==> src/rtl/axi4_stream_len_hdr_inserter_if.sv <==
// AXI4-Stream bundle shared by the length-header inserter and its neighbours.
interface axi4_stream_if #(
    parameter int TDATA_WIDTH = 32,
    parameter int TUSER_WIDTH = 1,
    parameter int TDEST_WIDTH = 1,
    parameter int TID_WIDTH   = 1
);
    logic                     tvalid;
    logic                     tready;
    logic [TDATA_WIDTH-1:0]   tdata;
    logic [TDATA_WIDTH/8-1:0] tkeep;
    logic [TDATA_WIDTH/8-1:0] tstrb;
    logic                     tlast;
    logic [TUSER_WIDTH-1:0]   tuser;
    logic [TDEST_WIDTH-1:0]   tdest;
    logic [TID_WIDTH-1:0]     tid;

    modport master (
        output tvalid, tdata, tkeep, tstrb, tlast, tuser, tdest, tid,
        input  tready
    );

    modport slave (
        input  tvalid, tdata, tkeep, tstrb, tlast, tuser, tdest, tid,
        output tready
    );
endinterface

==> src/rtl/axi4_stream_len_hdr_inserter.sv <==
// Prepends a {magic, byte length} header to each complete packet from the FIFO
// and flags packets whose forwarded byte count disagrees with the advertised size.
module axi4_stream_len_hdr_inserter #(
    parameter int          TDATA_WIDTH    = 32,
    parameter int          TUSER_WIDTH    = 1,
    parameter int          TDEST_WIDTH    = 1,
    parameter int          TID_WIDTH      = 1,
    parameter int          PKT_SIZE_WIDTH = 5,
    parameter logic [15:0] HDR_MAGIC      = 16'hA55A
) (
    input  logic                    clk_i,
    input  logic                    rst_i,
    input  logic [PKT_SIZE_WIDTH:0] pkt_size_i,
    axi4_stream_if.slave            pkt_i,
    axi4_stream_if.master           pkt_o,
    output logic                    len_err_o,
    output logic [15:0]             pkts_sent_o
);
    localparam int KEEP_W = TDATA_WIDTH / 8;
    localparam int CNT_W  = PKT_SIZE_WIDTH + 2;
    localparam logic [CNT_W-1:0] BYTES_PER_WORD = CNT_W'(TDATA_WIDTH / 8);

    typedef enum logic [0:0] {S_IDLE, S_PAYLOAD} state_e;

    state_e                   state_q, state_d;
    logic                     out_vld_q, out_vld_d;
    logic [TDATA_WIDTH-1:0]   out_data_q, out_data_d;
    logic [KEEP_W-1:0]        out_keep_q, out_keep_d;
    logic [KEEP_W-1:0]        out_strb_q, out_strb_d;
    logic                     out_last_q, out_last_d;
    logic [TUSER_WIDTH-1:0]   out_user_q, out_user_d;
    logic [TDEST_WIDTH-1:0]   out_dest_q, out_dest_d;
    logic [TID_WIDTH-1:0]     out_id_q, out_id_d;
    logic [PKT_SIZE_WIDTH:0]  exp_size_q, exp_size_d;
    logic [CNT_W-1:0]         byte_cnt_q, byte_cnt_d;
    logic                     len_err_q, len_err_d;
    logic [15:0]              pkts_sent_q, pkts_sent_d;

    logic                     slot_free;
    logic                     in_ready;
    logic [CNT_W-1:0]         last_bytes;
    logic [TDATA_WIDTH-1:0]   hdr_data;

    // Valid/ready: a beat transfers on a rising clk_i edge where tvalid && tready;
    // once tvalid rises on pkt_o its fields hold until that transfer occurs.
    assign slot_free = !out_vld_q || pkt_o.tready;

    always_comb begin
        last_bytes = '0;
        for (int i = 0; i < KEEP_W; i++) begin
            if (pkt_i.tkeep[i]) last_bytes = CNT_W'(i + 1);
        end
    end

    always_comb begin
        hdr_data = '0;
        hdr_data[TDATA_WIDTH-1 -: 16]  = HDR_MAGIC;
        hdr_data[PKT_SIZE_WIDTH:0]     = pkt_size_i;
    end

    always_comb begin
        state_d     = state_q;
        out_vld_d   = out_vld_q;
        out_data_d  = out_data_q;
        out_keep_d  = out_keep_q;
        out_strb_d  = out_strb_q;
        out_last_d  = out_last_q;
        out_user_d  = out_user_q;
        out_dest_d  = out_dest_q;
        out_id_d    = out_id_q;
        exp_size_d  = exp_size_q;
        byte_cnt_d  = byte_cnt_q;
        len_err_d   = 1'b0;
        pkts_sent_d = pkts_sent_q;
        in_ready    = 1'b0;

        if (out_vld_q && pkt_o.tready) begin
            out_vld_d = 1'b0;
            if (out_last_q) pkts_sent_d = pkts_sent_q + 16'd1;
        end

        case (state_q)
            S_IDLE: begin
                // The head word is only inspected here; it is consumed in PAYLOAD.
                if (pkt_i.tvalid && slot_free) begin
                    out_vld_d  = 1'b1;
                    out_data_d = hdr_data;
                    out_keep_d = '1;
                    out_strb_d = '1;
                    out_last_d = 1'b0;
                    out_user_d = pkt_i.tuser;
                    out_dest_d = pkt_i.tdest;
                    out_id_d   = pkt_i.tid;
                    exp_size_d = pkt_size_i;
                    byte_cnt_d = '0;
                    state_d    = S_PAYLOAD;
                end
            end
            S_PAYLOAD: begin
                in_ready = slot_free;
                if (pkt_i.tvalid && slot_free) begin
                    out_vld_d  = 1'b1;
                    out_data_d = pkt_i.tdata;
                    out_keep_d = pkt_i.tkeep;
                    out_strb_d = pkt_i.tstrb;
                    out_last_d = pkt_i.tlast;
                    out_user_d = pkt_i.tuser;
                    out_dest_d = pkt_i.tdest;
                    out_id_d   = pkt_i.tid;
                    if (pkt_i.tlast) begin
                        len_err_d = ({1'b0, exp_size_q} != (byte_cnt_q + last_bytes));
                        state_d   = S_IDLE;
                    end else begin
                        byte_cnt_d = byte_cnt_q + BYTES_PER_WORD;
                    end
                end
            end
            default: state_d = S_IDLE;
        endcase
    end

    always_ff @(posedge clk_i or posedge rst_i) begin
        if (rst_i) begin
            state_q     <= S_IDLE;
            out_vld_q   <= 1'b0;
            out_data_q  <= '0;
            out_keep_q  <= '0;
            out_strb_q  <= '0;
            out_last_q  <= 1'b0;
            out_user_q  <= '0;
            out_dest_q  <= '0;
            out_id_q    <= '0;
            exp_size_q  <= '0;
            byte_cnt_q  <= '0;
            len_err_q   <= 1'b0;
            pkts_sent_q <= '0;
        end else begin
            state_q     <= state_d;
            out_vld_q   <= out_vld_d;
            out_data_q  <= out_data_d;
            out_keep_q  <= out_keep_d;
            out_strb_q  <= out_strb_d;
            out_last_q  <= out_last_d;
            out_user_q  <= out_user_d;
            out_dest_q  <= out_dest_d;
            out_id_q    <= out_id_d;
            exp_size_q  <= exp_size_d;
            byte_cnt_q  <= byte_cnt_d;
            len_err_q   <= len_err_d;
            pkts_sent_q <= pkts_sent_d;
        end
    end

    assign pkt_i.tready = in_ready;
    assign pkt_o.tvalid = out_vld_q;
    assign pkt_o.tdata  = out_data_q;
    assign pkt_o.tkeep  = out_keep_q;
    assign pkt_o.tstrb  = out_strb_q;
    assign pkt_o.tlast  = out_last_q;
    assign pkt_o.tuser  = out_user_q;
    assign pkt_o.tdest  = out_dest_q;
    assign pkt_o.tid    = out_id_q;
    assign len_err_o    = len_err_q;
    assign pkts_sent_o  = pkts_sent_q;
endmodule

==> src/flat_wrapper.sv <==
// flat-port wrapper written by rule: the top's interface ports become plain ports
module axi4_stream_len_hdr_inserter_flat 
#(
    parameter int          TDATA_WIDTH    = 32,
    parameter int          TUSER_WIDTH    = 1,
    parameter int          TDEST_WIDTH    = 1,
    parameter int          TID_WIDTH      = 1,
    parameter int          PKT_SIZE_WIDTH = 5,
    parameter logic [15:0] HDR_MAGIC      = 16'hA55A
)
  (clk_i, rst_i, pkt_size_i, len_err_o, pkts_sent_o, pkt_i_tvalid, pkt_i_tdata, pkt_i_tkeep, pkt_i_tstrb, pkt_i_tlast, pkt_i_tuser, pkt_i_tdest, pkt_i_tid, pkt_i_tready, pkt_o_tvalid, pkt_o_tdata, pkt_o_tkeep, pkt_o_tstrb, pkt_o_tlast, pkt_o_tuser, pkt_o_tdest, pkt_o_tid, pkt_o_tready);
  axi4_stream_if #(.TDATA_WIDTH(TDATA_WIDTH), .TUSER_WIDTH(TUSER_WIDTH), .TDEST_WIDTH(TDEST_WIDTH), .TID_WIDTH(TID_WIDTH)) pkt_i_i ();
  axi4_stream_if #(.TDATA_WIDTH(TDATA_WIDTH), .TUSER_WIDTH(TUSER_WIDTH), .TDEST_WIDTH(TDEST_WIDTH), .TID_WIDTH(TID_WIDTH)) pkt_o_i ();
  input  logic clk_i;
  input  logic rst_i;
  input  logic [PKT_SIZE_WIDTH:0] pkt_size_i;
  output logic len_err_o;
  output logic [15:0] pkts_sent_o;
  input wire logic [$bits(pkt_i_i.tvalid)-1:0] pkt_i_tvalid;
  input wire logic [$bits(pkt_i_i.tdata)-1:0] pkt_i_tdata;
  input wire logic [$bits(pkt_i_i.tkeep)-1:0] pkt_i_tkeep;
  input wire logic [$bits(pkt_i_i.tstrb)-1:0] pkt_i_tstrb;
  input wire logic [$bits(pkt_i_i.tlast)-1:0] pkt_i_tlast;
  input wire logic [$bits(pkt_i_i.tuser)-1:0] pkt_i_tuser;
  input wire logic [$bits(pkt_i_i.tdest)-1:0] pkt_i_tdest;
  input wire logic [$bits(pkt_i_i.tid)-1:0] pkt_i_tid;
  output wire logic [$bits(pkt_i_i.tready)-1:0] pkt_i_tready;
  output wire logic [$bits(pkt_o_i.tvalid)-1:0] pkt_o_tvalid;
  output wire logic [$bits(pkt_o_i.tdata)-1:0] pkt_o_tdata;
  output wire logic [$bits(pkt_o_i.tkeep)-1:0] pkt_o_tkeep;
  output wire logic [$bits(pkt_o_i.tstrb)-1:0] pkt_o_tstrb;
  output wire logic [$bits(pkt_o_i.tlast)-1:0] pkt_o_tlast;
  output wire logic [$bits(pkt_o_i.tuser)-1:0] pkt_o_tuser;
  output wire logic [$bits(pkt_o_i.tdest)-1:0] pkt_o_tdest;
  output wire logic [$bits(pkt_o_i.tid)-1:0] pkt_o_tid;
  input wire logic [$bits(pkt_o_i.tready)-1:0] pkt_o_tready;
  assign pkt_i_i.tvalid = pkt_i_tvalid;
  assign pkt_i_i.tdata = pkt_i_tdata;
  assign pkt_i_i.tkeep = pkt_i_tkeep;
  assign pkt_i_i.tstrb = pkt_i_tstrb;
  assign pkt_i_i.tlast = pkt_i_tlast;
  assign pkt_i_i.tuser = pkt_i_tuser;
  assign pkt_i_i.tdest = pkt_i_tdest;
  assign pkt_i_i.tid = pkt_i_tid;
  assign pkt_i_tready = pkt_i_i.tready;
  assign pkt_o_tvalid = pkt_o_i.tvalid;
  assign pkt_o_tdata = pkt_o_i.tdata;
  assign pkt_o_tkeep = pkt_o_i.tkeep;
  assign pkt_o_tstrb = pkt_o_i.tstrb;
  assign pkt_o_tlast = pkt_o_i.tlast;
  assign pkt_o_tuser = pkt_o_i.tuser;
  assign pkt_o_tdest = pkt_o_i.tdest;
  assign pkt_o_tid = pkt_o_i.tid;
  assign pkt_o_i.tready = pkt_o_tready;
  axi4_stream_len_hdr_inserter #(.TDATA_WIDTH(TDATA_WIDTH), .TUSER_WIDTH(TUSER_WIDTH), .TDEST_WIDTH(TDEST_WIDTH), .TID_WIDTH(TID_WIDTH), .PKT_SIZE_WIDTH(PKT_SIZE_WIDTH), .HDR_MAGIC(HDR_MAGIC)) u_core (.clk_i(clk_i), .rst_i(rst_i), .pkt_size_i(pkt_size_i), .pkt_i(pkt_i_i), .pkt_o(pkt_o_i), .len_err_o(len_err_o), .pkts_sent_o(pkts_sent_o));
endmodule
==> config.mk <==
export PLATFORM = sky130hd
export DESIGN_NAME = axi4_stream_len_hdr_inserter_flat
export DESIGN_NICKNAME = d
export VERILOG_FILES = /design/src/rtl/axi4_stream_len_hdr_inserter_if.sv /design/src/rtl/axi4_stream_len_hdr_inserter.sv /design/src/flat_wrapper.sv
export SDC_FILE = /design/constraint.sdc
export NUM_CORES = 1
export LEC_CHECK = 0
export CAP_MARGIN = 20
export CORE_ASPECT_RATIO = 0.7
export CORE_UTILIZATION = 47
export CTS_CLUSTER_DIAMETER = 40
export DETAILED_ROUTE_END_ITERATION = 10
export MAX_ROUTING_LAYER = met4
export PLACE_DENSITY = 0.89
export SLEW_MARGIN = 20
export SYNTH_ARGS = -nofsm -noshare
export SYNTH_HDL_FRONTEND = slang
export SYNTH_SLANG_ARGS = --single-unit
==> constraint.sdc <==
create_clock -name clk_i -period 4.1 [get_ports clk_i]
set_clock_uncertainty 0.2 [all_clocks]
set_input_delay 0.82 -clock clk_i [delete_from_list [all_inputs] [get_ports clk_i]]
set_output_delay 0.82 -clock clk_i [all_outputs]
set_load 0.05 [all_outputs]
Word level (Yosys, flattened, before mapping):

Cells that the tools add are included.

* $add $sub $neg: 3
* eq/ne operators: 4
* multiplexer cells: 32
* bitwise logic cells: 1
* reductions and logical operators: 9

Operators by type and width (count)
* $mux 32: 2
* $pmux 32 s2: 1
* $mux 7: 3
* $add 16x1->16 const B: 1
* $pmux 4 s2: 2
* $mux 1: 15
* $pmux 7 s2: 1
* $mux 4: 3
* $add 7x3->7: 1
* $add 7x3->7 const B: 1
* $ne 6x7->1: 1
* $reduce_and 2->1: 3
* $mux 2: 2
* $ne 2x2->1 const B: 2
* $pmux 1 s2: 2
* $mux 3: 1
* $reduce_and 3->1: 1
* $logic_and 1x1->1: 2
* $ne 2x1->1 const B: 1
* $reduce_bool 2->1: 1
* $logic_not 1->1: 1
* $logic_or 1x1->1: 1
* $not 1->1: 1

* register bits: 76
* input bits: 54

Depth between registers and ports, before layout:

* depth in word-level cells: 9
* depth in mapped cells: 8

Worst setup path before layout:

Ideal clock, no wire load.

* path kind: input to output
* from: in pkt_o_tready
* to: out pkt_i_tready
* arrival: 1398 ps
* required time: 3080 ps
* path slack: 1682 ps
* stages: 2
* cell sequence: nand2b_2 -> and2_1

* longest elaborated chain between the ends: 2

RTL lines
* from (decl): line flat_wrapper.sv:36 `input wire logic [$bits(pkt_o_i.tready)-1:0] pkt_o_tready;`
* $logic_or 1x1->1: line axi4_stream_len_hdr_inserter.sv:46 `assign slot_free = !out_vld_q || pkt_o.tready;`
* $mux 1: line axi4_stream_len_hdr_inserter.sv:82 `case (state_q)`
* to (decl): line flat_wrapper.sv:27 `output wire logic [$bits(pkt_i_i.tready)-1:0] pkt_i_tready;`

No other way between the ends.

Worst setup path after layout:

Ends and elaborated chain as after synthesis.

==> key figures <==
Run status
  – Status: complete, but fails checks
  – Violated checks: design-rule violations

Synth
  – Syn Area/Cell: 12.21 um^2
  – #FFs+latches synth: 74
  – Netlist cell types: 36
  – Synthesized instance count: 251
  – Yosys warns: 0
  – Cell with the most instances after synthesis: dfrtp_1
  – Number of enable flip-flop cells after synthesis: 0
  – Sequential share of the synthesized area: 60.43%
  – Top cells by count, synth: dfrtp_1 (74), a22o_1 (18), nand2_1 (17)
  – Yosys top cell area share: 60.43%
  – Commonest register cell after synthesis: dfrtp_1
  – Synth area leader: dfrtp_1
  – Async SR Flop Fraction: 100.0%
  – Syn nets: 309
  – Ranking of synthesized cells by area: dfrtp_1 (60%), a22o_1 (5.1%), o22a_1 (4.3%)
  – Post-synthesis cell area: 0.003064 mm^2

Drt
  – First-pass iteration count of the detailed router: 10
  – Final Routed Wirelength: 7589 um
  – DRT iter0 DRCs: 104
  – Routed wire per std cell: 16.86 um
  – DRC: 10
  – Vias: 2474
  – Antenna viol nets, final: 0
  – Vias per inst: 5.498

CTS
  – Max clock buf depth: 2
  – Num CTS Buffers: 9
  – CTS clk-pin slew, worst paths: 0.08 ns
  – H-tree Lvls: 3
  – Root Driver: clkbuf_8
  – Clock sinks: 74
  – Post-CTS Repair Setup Buffers: 0
  – Clk_lat worst skew: 0.34 ns
  – CTS resizes: 0
  – CTS tree: yes
  – Post-CTS Hold Fix Bufs: 0

Floorplanning
  – Core Area: 0.006246 mm^2
  – Die height: 69.56 um
  – Die Area: 0.006852 mm^2
  – Die Wd: 98.51 um
  – Starting Density: 49.06%
  – Rows: 24
  – Boundary pin count: 117

Pwr
  – Clock power share: 27.7%
  – Net Sw Frac: 35.53%
  – PD cells: 572.8 mW/mm^2
  – Internal Power: 1.678 mW
  – Logic pwr share: 34.6%
  – LEAKAGE: 1.967 nW
  – Max VDD drop: 0.0002652 V
  – Sw power: 0.9251 mW
  – Sequential Power Share: 37.7%

Global route
  – Vias in the first global route: 2438
  – Largest net degree at the start of global routing: 34
  – Total track usage: 24.00%
  – Remaining Overflow, GRT: 0
  – First-pass GRT wire length: 12160 um
  – Antenna violations before repair: 0

Layout
  – Final core utilization: 72.78%
  – Fraction of layout cells with a size suffix above 1: 7.796%
  – Ant diodes: 0
  – Final net count: 426
  – Area Growth Syn to Fin: 48.35%

Timing
  – Rel. slew slack: 36.32%
  – Final period utilization: 83.33%
  – Setup TNS: 0 ns
  – Pins Over Slew Limit: 0
  – Min cycle time layout: 3.416 ns
  – RSZ-0062 raised after global routing: false
  – # setup viols final: 0
  – Worst slew pin tran: 0.9551 ns
  – Maximum clock frequency: 292.7 MHz
  – Final Hold Violating Endpoints: 0

Placed design
  – IO buf count: 116
  – Routability cong.: 0.8361
  – Detailed Place HPWL: 5422 um

Worst setup path
  – CP Max Fanout: 6
  – Crit path DAT: 2.40 ns
  – Startpoint Class: input pin
  – WP data required: 3.08 ns
  – Setup CP Type: input pin to output port
  – Critical Path End Type: output port

Run
  – Max-cap violations: 0

Min path
  – Hold Crit Class: register to register
[area by class of cell]
class / instances / area (um^2)
Clock buffer: 10 / 127.6
Clock inverter: 5 / 127.6
Fill cell: 439 / 1700
Inverter: 11 / 41.29
Multi-Input combinational cell: 152 / 1109
Sequential cell: 74 / 1852
Tap cell: 78 / 97.59
Timing Repair Buffer: 120 / 1191
[metrics by stage]
stage	hold WS, ns	instance area, um^2	total power, mW	std cells	setup slack, ns
2_1_floorplan	0.2949	3064	1.561	251	1.198
3_5_place_dp	0.2655	4290	1.893	435	0.6850
6_report	0.2737	4546	2.604	450	0.6836
4_1_cts	0.2741	4546	2.616	450	0.6855
3_3_place_gp	0.2589	4290	1.863	435	0.7030
5_1_grt	0.2871	4546	2.717	450	0.6128
[layout by cell type, fill, tap and decap left out, drive strengths merged, types with 2 or more instances in the layout]
cell type      count
nand2             17
nand3              6
bufinv             4
nor2b              3
and4               4
dfrtp             74
clkdlybuf4s50    116
buf                4
mux2               7
xnor2             13
o22a              15
o21ai              4
clkbuf            10
o21a               2
a22o              18
ha                 4
and3               4
a21oi              3
nor2              14
a222oi             6
and2               3
nand2b             3
inv               11
xor2              10
nand4              8
[cell families after synthesis]
| logic type | count (synthesis) | share of synthesized area, % |
|---|---|---|
| other | 1 | 0.1224 |
| muxes | 7 | 2.573 |
| and+or+nand+nor | 66 | 11.39 |
| AOI/OAI and AO/OA | 51 | 13.88 |
| xor gates and xnor gates | 23 | 6.574 |
| DFF | 74 | 60.43 |
| buffers and inverters | 25 | 3.389 |
| adders and majority gates | 4 | 1.633 |
[state kept, by name, indices dropped and copies added, names as in the netlist]
signal,cells
u_core.byte_cnt_q,5
u_core.exp_size_q,6
u_core.len_err_o,1
u_core.pkt_o.tdata,32
u_core.pkt_o.tdest,1
u_core.pkt_o.tid,1
u_core.pkt_o.tkeep,4
u_core.pkt_o.tlast,1
u_core.pkt_o.tstrb,4
u_core.pkt_o.tuser,1
u_core.pkt_o.tvalid,1
u_core.pkts_sent_o,16
u_core.state_q,1
[layer usage]
metal | vias up | share of wire (%) | track usage, %
met4 | 0 | 1.1 | 8.126
met5 | - | 0 | -
met3 | 11 | 7.0 | 6.552
met2 | 92 | 49 | 37.32
li1 | 1132 | - | -
met1 | 1239 | 42 | 30.67
[worst paths after layout]
path / from / endpoint / slack (ns) / cells past startpoint
max: pkt_o_tready / pkt_i_tready / 0.68 / 4
min: u_core.pkts_sent_o[15] / u_core.pkts_sent_o[15] / 0.27 / 1
max reg2reg: u_core.pkt_o.tvalid / u_core.exp_size_q[1] / 2.00 / 5
min reg2reg: u_core.pkts_sent_o[15] / u_core.pkts_sent_o[15] / 0.27 / 1
max in group asynchronous: rst_i / u_core.exp_size_q[4] / 2.36 / 3
min in group asynchronous: rst_i / u_core.pkts_sent_o[14] / 0.59 / 2
[power by group through the flow]
stage	Clock (mW)	Sequential (mW)	Combinational, mW
global placement	0	0.983	0.880
floorplan	0	1.31	0.255
detailed placement	0	0.995	0.898
finish	0.722	0.982	0.900
global route	0.766	1.00	0.950
CTS	0.732	0.980	0.904
[critical path: stages]
cell             delay [ns]
clkdlybuf4s50_1        0.46
nand2b_2               0.15
and2_1                 0.15
clkdlybuf4s50_1        0.80
Power figures use the tool's default switching activity.
==> variant: new RTL, same flow settings <==
Make the reset (`rst_i`) synchronous in one clocked block.
--- a/src/rtl/axi4_stream_len_hdr_inserter.sv
+++ b/src/rtl/axi4_stream_len_hdr_inserter.sv
@@ -119,7 +119,7 @@
         endcase
     end
 
-    always_ff @(posedge clk_i or posedge rst_i) begin
+    always_ff @(posedge clk_i) begin
         if (rst_i) begin
             state_q     <= S_IDLE;
             out_vld_q   <= 1'b0;
Check against the original RTL: differs if rst_i is asserted again (counterexample within 4 cycles, from zero or initial values and one cycle with rst_i high); with rst_i held inactive, the same outputs for 10 cycles.
==> variant against the unedited design <==
Cell area fell by 0.50%. Worst setup slack got worse by 0.20 ns. Routed wire length increased by 8.7%. Cell count is 18% higher. Non-clock buffer count unchanged. Sequential cell count stayed put. Critical path depth is the same. Synthesized area increased by 1.5%. Critical endpoint unchanged. Highest routed layer unchanged.
Power is not compared: it rests on default switching activity, and its combinational part moved more than twofold at a synthesized area within 25%.
==> variant: results (changes against the unedited design) <==
Status: complete, no violations
Slowest stage delay, CP: 0.73 ns (-0.07 ns)
GP Congestion: 0.8127 (-2.8%)
Clk_lat worst skew: 0.34 ns (about the same)
LEAKAGE: 1.648 nW
Area occupied by multi-input gates: 1503 sq um (+36%)
Net switching power figure: 470.0 uW
Setup Slack @ Placement: 0.4933 ns (-0.1917 ns)
Post-CTS sizing: 0 (unchanged)
Critical Path AT: 2.60 ns (+0.20 ns)
CTS Buf Count: 9 (unchanged)
Vias: 2924 (+18%)
Post-CTS setup buffers: 0 (unchanged)
WL final: 8.251 mm (+8.7%)
Synth Instances: 335 (+33%)
DP Area: 4294 sq um (about the same)
Most area-consuming cells after synthesis: dfxtp_1 48%, a21oi_1 5.5%, a22o_1 5.1%
Cell count after placement: 515 (+18%)
Max reg flops: 32 (unchanged)
Pre-antenna DRT Iters: 4 (-6)
Vias in the first global route: 2795 (+15%)
Crit-path max FO: 5 (-1)
GRT Total Usage: 25.55% (+1.6 points)
CTS max path bufs: 2 (unchanged)
HPWL after DPL: 5.895 mm (+8.7%)
Pin count of the biggest net entering global routing: 37 (+8.8%)
Clock-pin slew on the worst setup and hold paths: 0.08 ns (about the same)
Cell variety after synth: 44 (+22%)
Main flop type after synthesis: dfxtp_1
I/O Buffers: 116 (unchanged)
Hold crit path type: flop to flop
Critical-path cell with the highest stage delay: clkdlybuf4s50_1
Root Driver: clkbuf_8
Sequential-to-total area share from yosys stat: 47.63% (-13 points)
Drt initial violations: 172 (+65%)
Peak VDD IR: 245.7 uV
Rel. slew slack: 44.87% (+8.5 points)
Post-Syn Nets: 393 (+27%)
Fraction of layout cells with a size suffix above 1: 7.726% (-0.069 points)
Avg Vias per Cell: 5.507 (+0.16%)
Final nets: 506 (+19%)
First-pass GRT wire length: 13.66 mm (+12%)
Ys async rst share: 0% (-100 points)
# fillers: 475 (+8.2%)
H-tree Lvls: 3 (unchanged)
Commonest cells post-synth: 74 x dfxtp_1, 34 x a21oi_1, 30 x nand2_1
# diodes: 0 (unchanged)
Initial antenna violation count: 0 (unchanged)
Synth Warn #: 0 (unchanged)
## variant: cell types whose count changed after synthesis, sizes merged, moves of 15 or more
cell	before	now
o22a	15	0
dfxtp	0	74
a21oi	3	34
dfrtp	74	0
nor2	14	30
o21ai	4	19
## variant: power groups by stage
stage	logic (mW)	registers (mW)	clock network (mW)
finish	0.308	0.773	0.644
global route	0.326	0.778	0.691
CTS	0.309	0.773	0.659
detailed placement	0.308	0.789	0
global placement	0.302	0.788	0
floorplan	0.0961	0.873	0
## variant: logic make-up after synthesis
family / Yosys count / share of synthesized area [%]
adders and majority gates: 4 / 1.609
muxes: 12 / 3.862
other: 1 / 0.1206
DFF: 74 / 47.63
buffers and inverters: 25 / 4.143
AOI/OAI and AO/OA: 90 / 18.50
and+or+nand+nor: 115 / 20.19
xor gates and xnor gates: 14 / 3.942
## variant: area by class of cell
class | instances | share of cell area [%]
repair buffers | 120 | 26.22
clock inverters | 4 | 1.632
inverters | 7 | 0.5809
clock buffers | 12 | 3.430
multi-input cells | 236 | 33.22
flip-flops and latches | 74 | 32.75
well taps | 78 | 2.158
## variant: final timing paths
check,from,end,slack (ns),cells past startpoint
worst max register to register,u_core.state_q,u_core.len_err_o,1.81,6
worst max-delay path,pkt_o_tready,pkt_i_tready,0.48,4
worst min-delay path,u_core.pkt_o.tdata[31],u_core.pkt_o.tdata[31],0.25,2
worst min register to register,u_core.pkt_o.tdata[31],u_core.pkt_o.tdata[31],0.25,2
## variant: per-layer routing
layer | wire length (um) | GRT usage (%) | share of wire (%)
met5 | 0 | - | 0
met4 | 47 | 6.536 | 0.57
met3 | 578 | 6.306 | 7.0
met2 | 3722 | 40.12 | 45
met1 | 3902 | 33.12 | 47
## variant: worst max-delay path: cells and delay by family
| family | cells | cell delay [ns] |
|---|---|---|
| buffers and inverters | 2 | 1.23 |
| and+or+nand+nor | 2 | 0.55 |
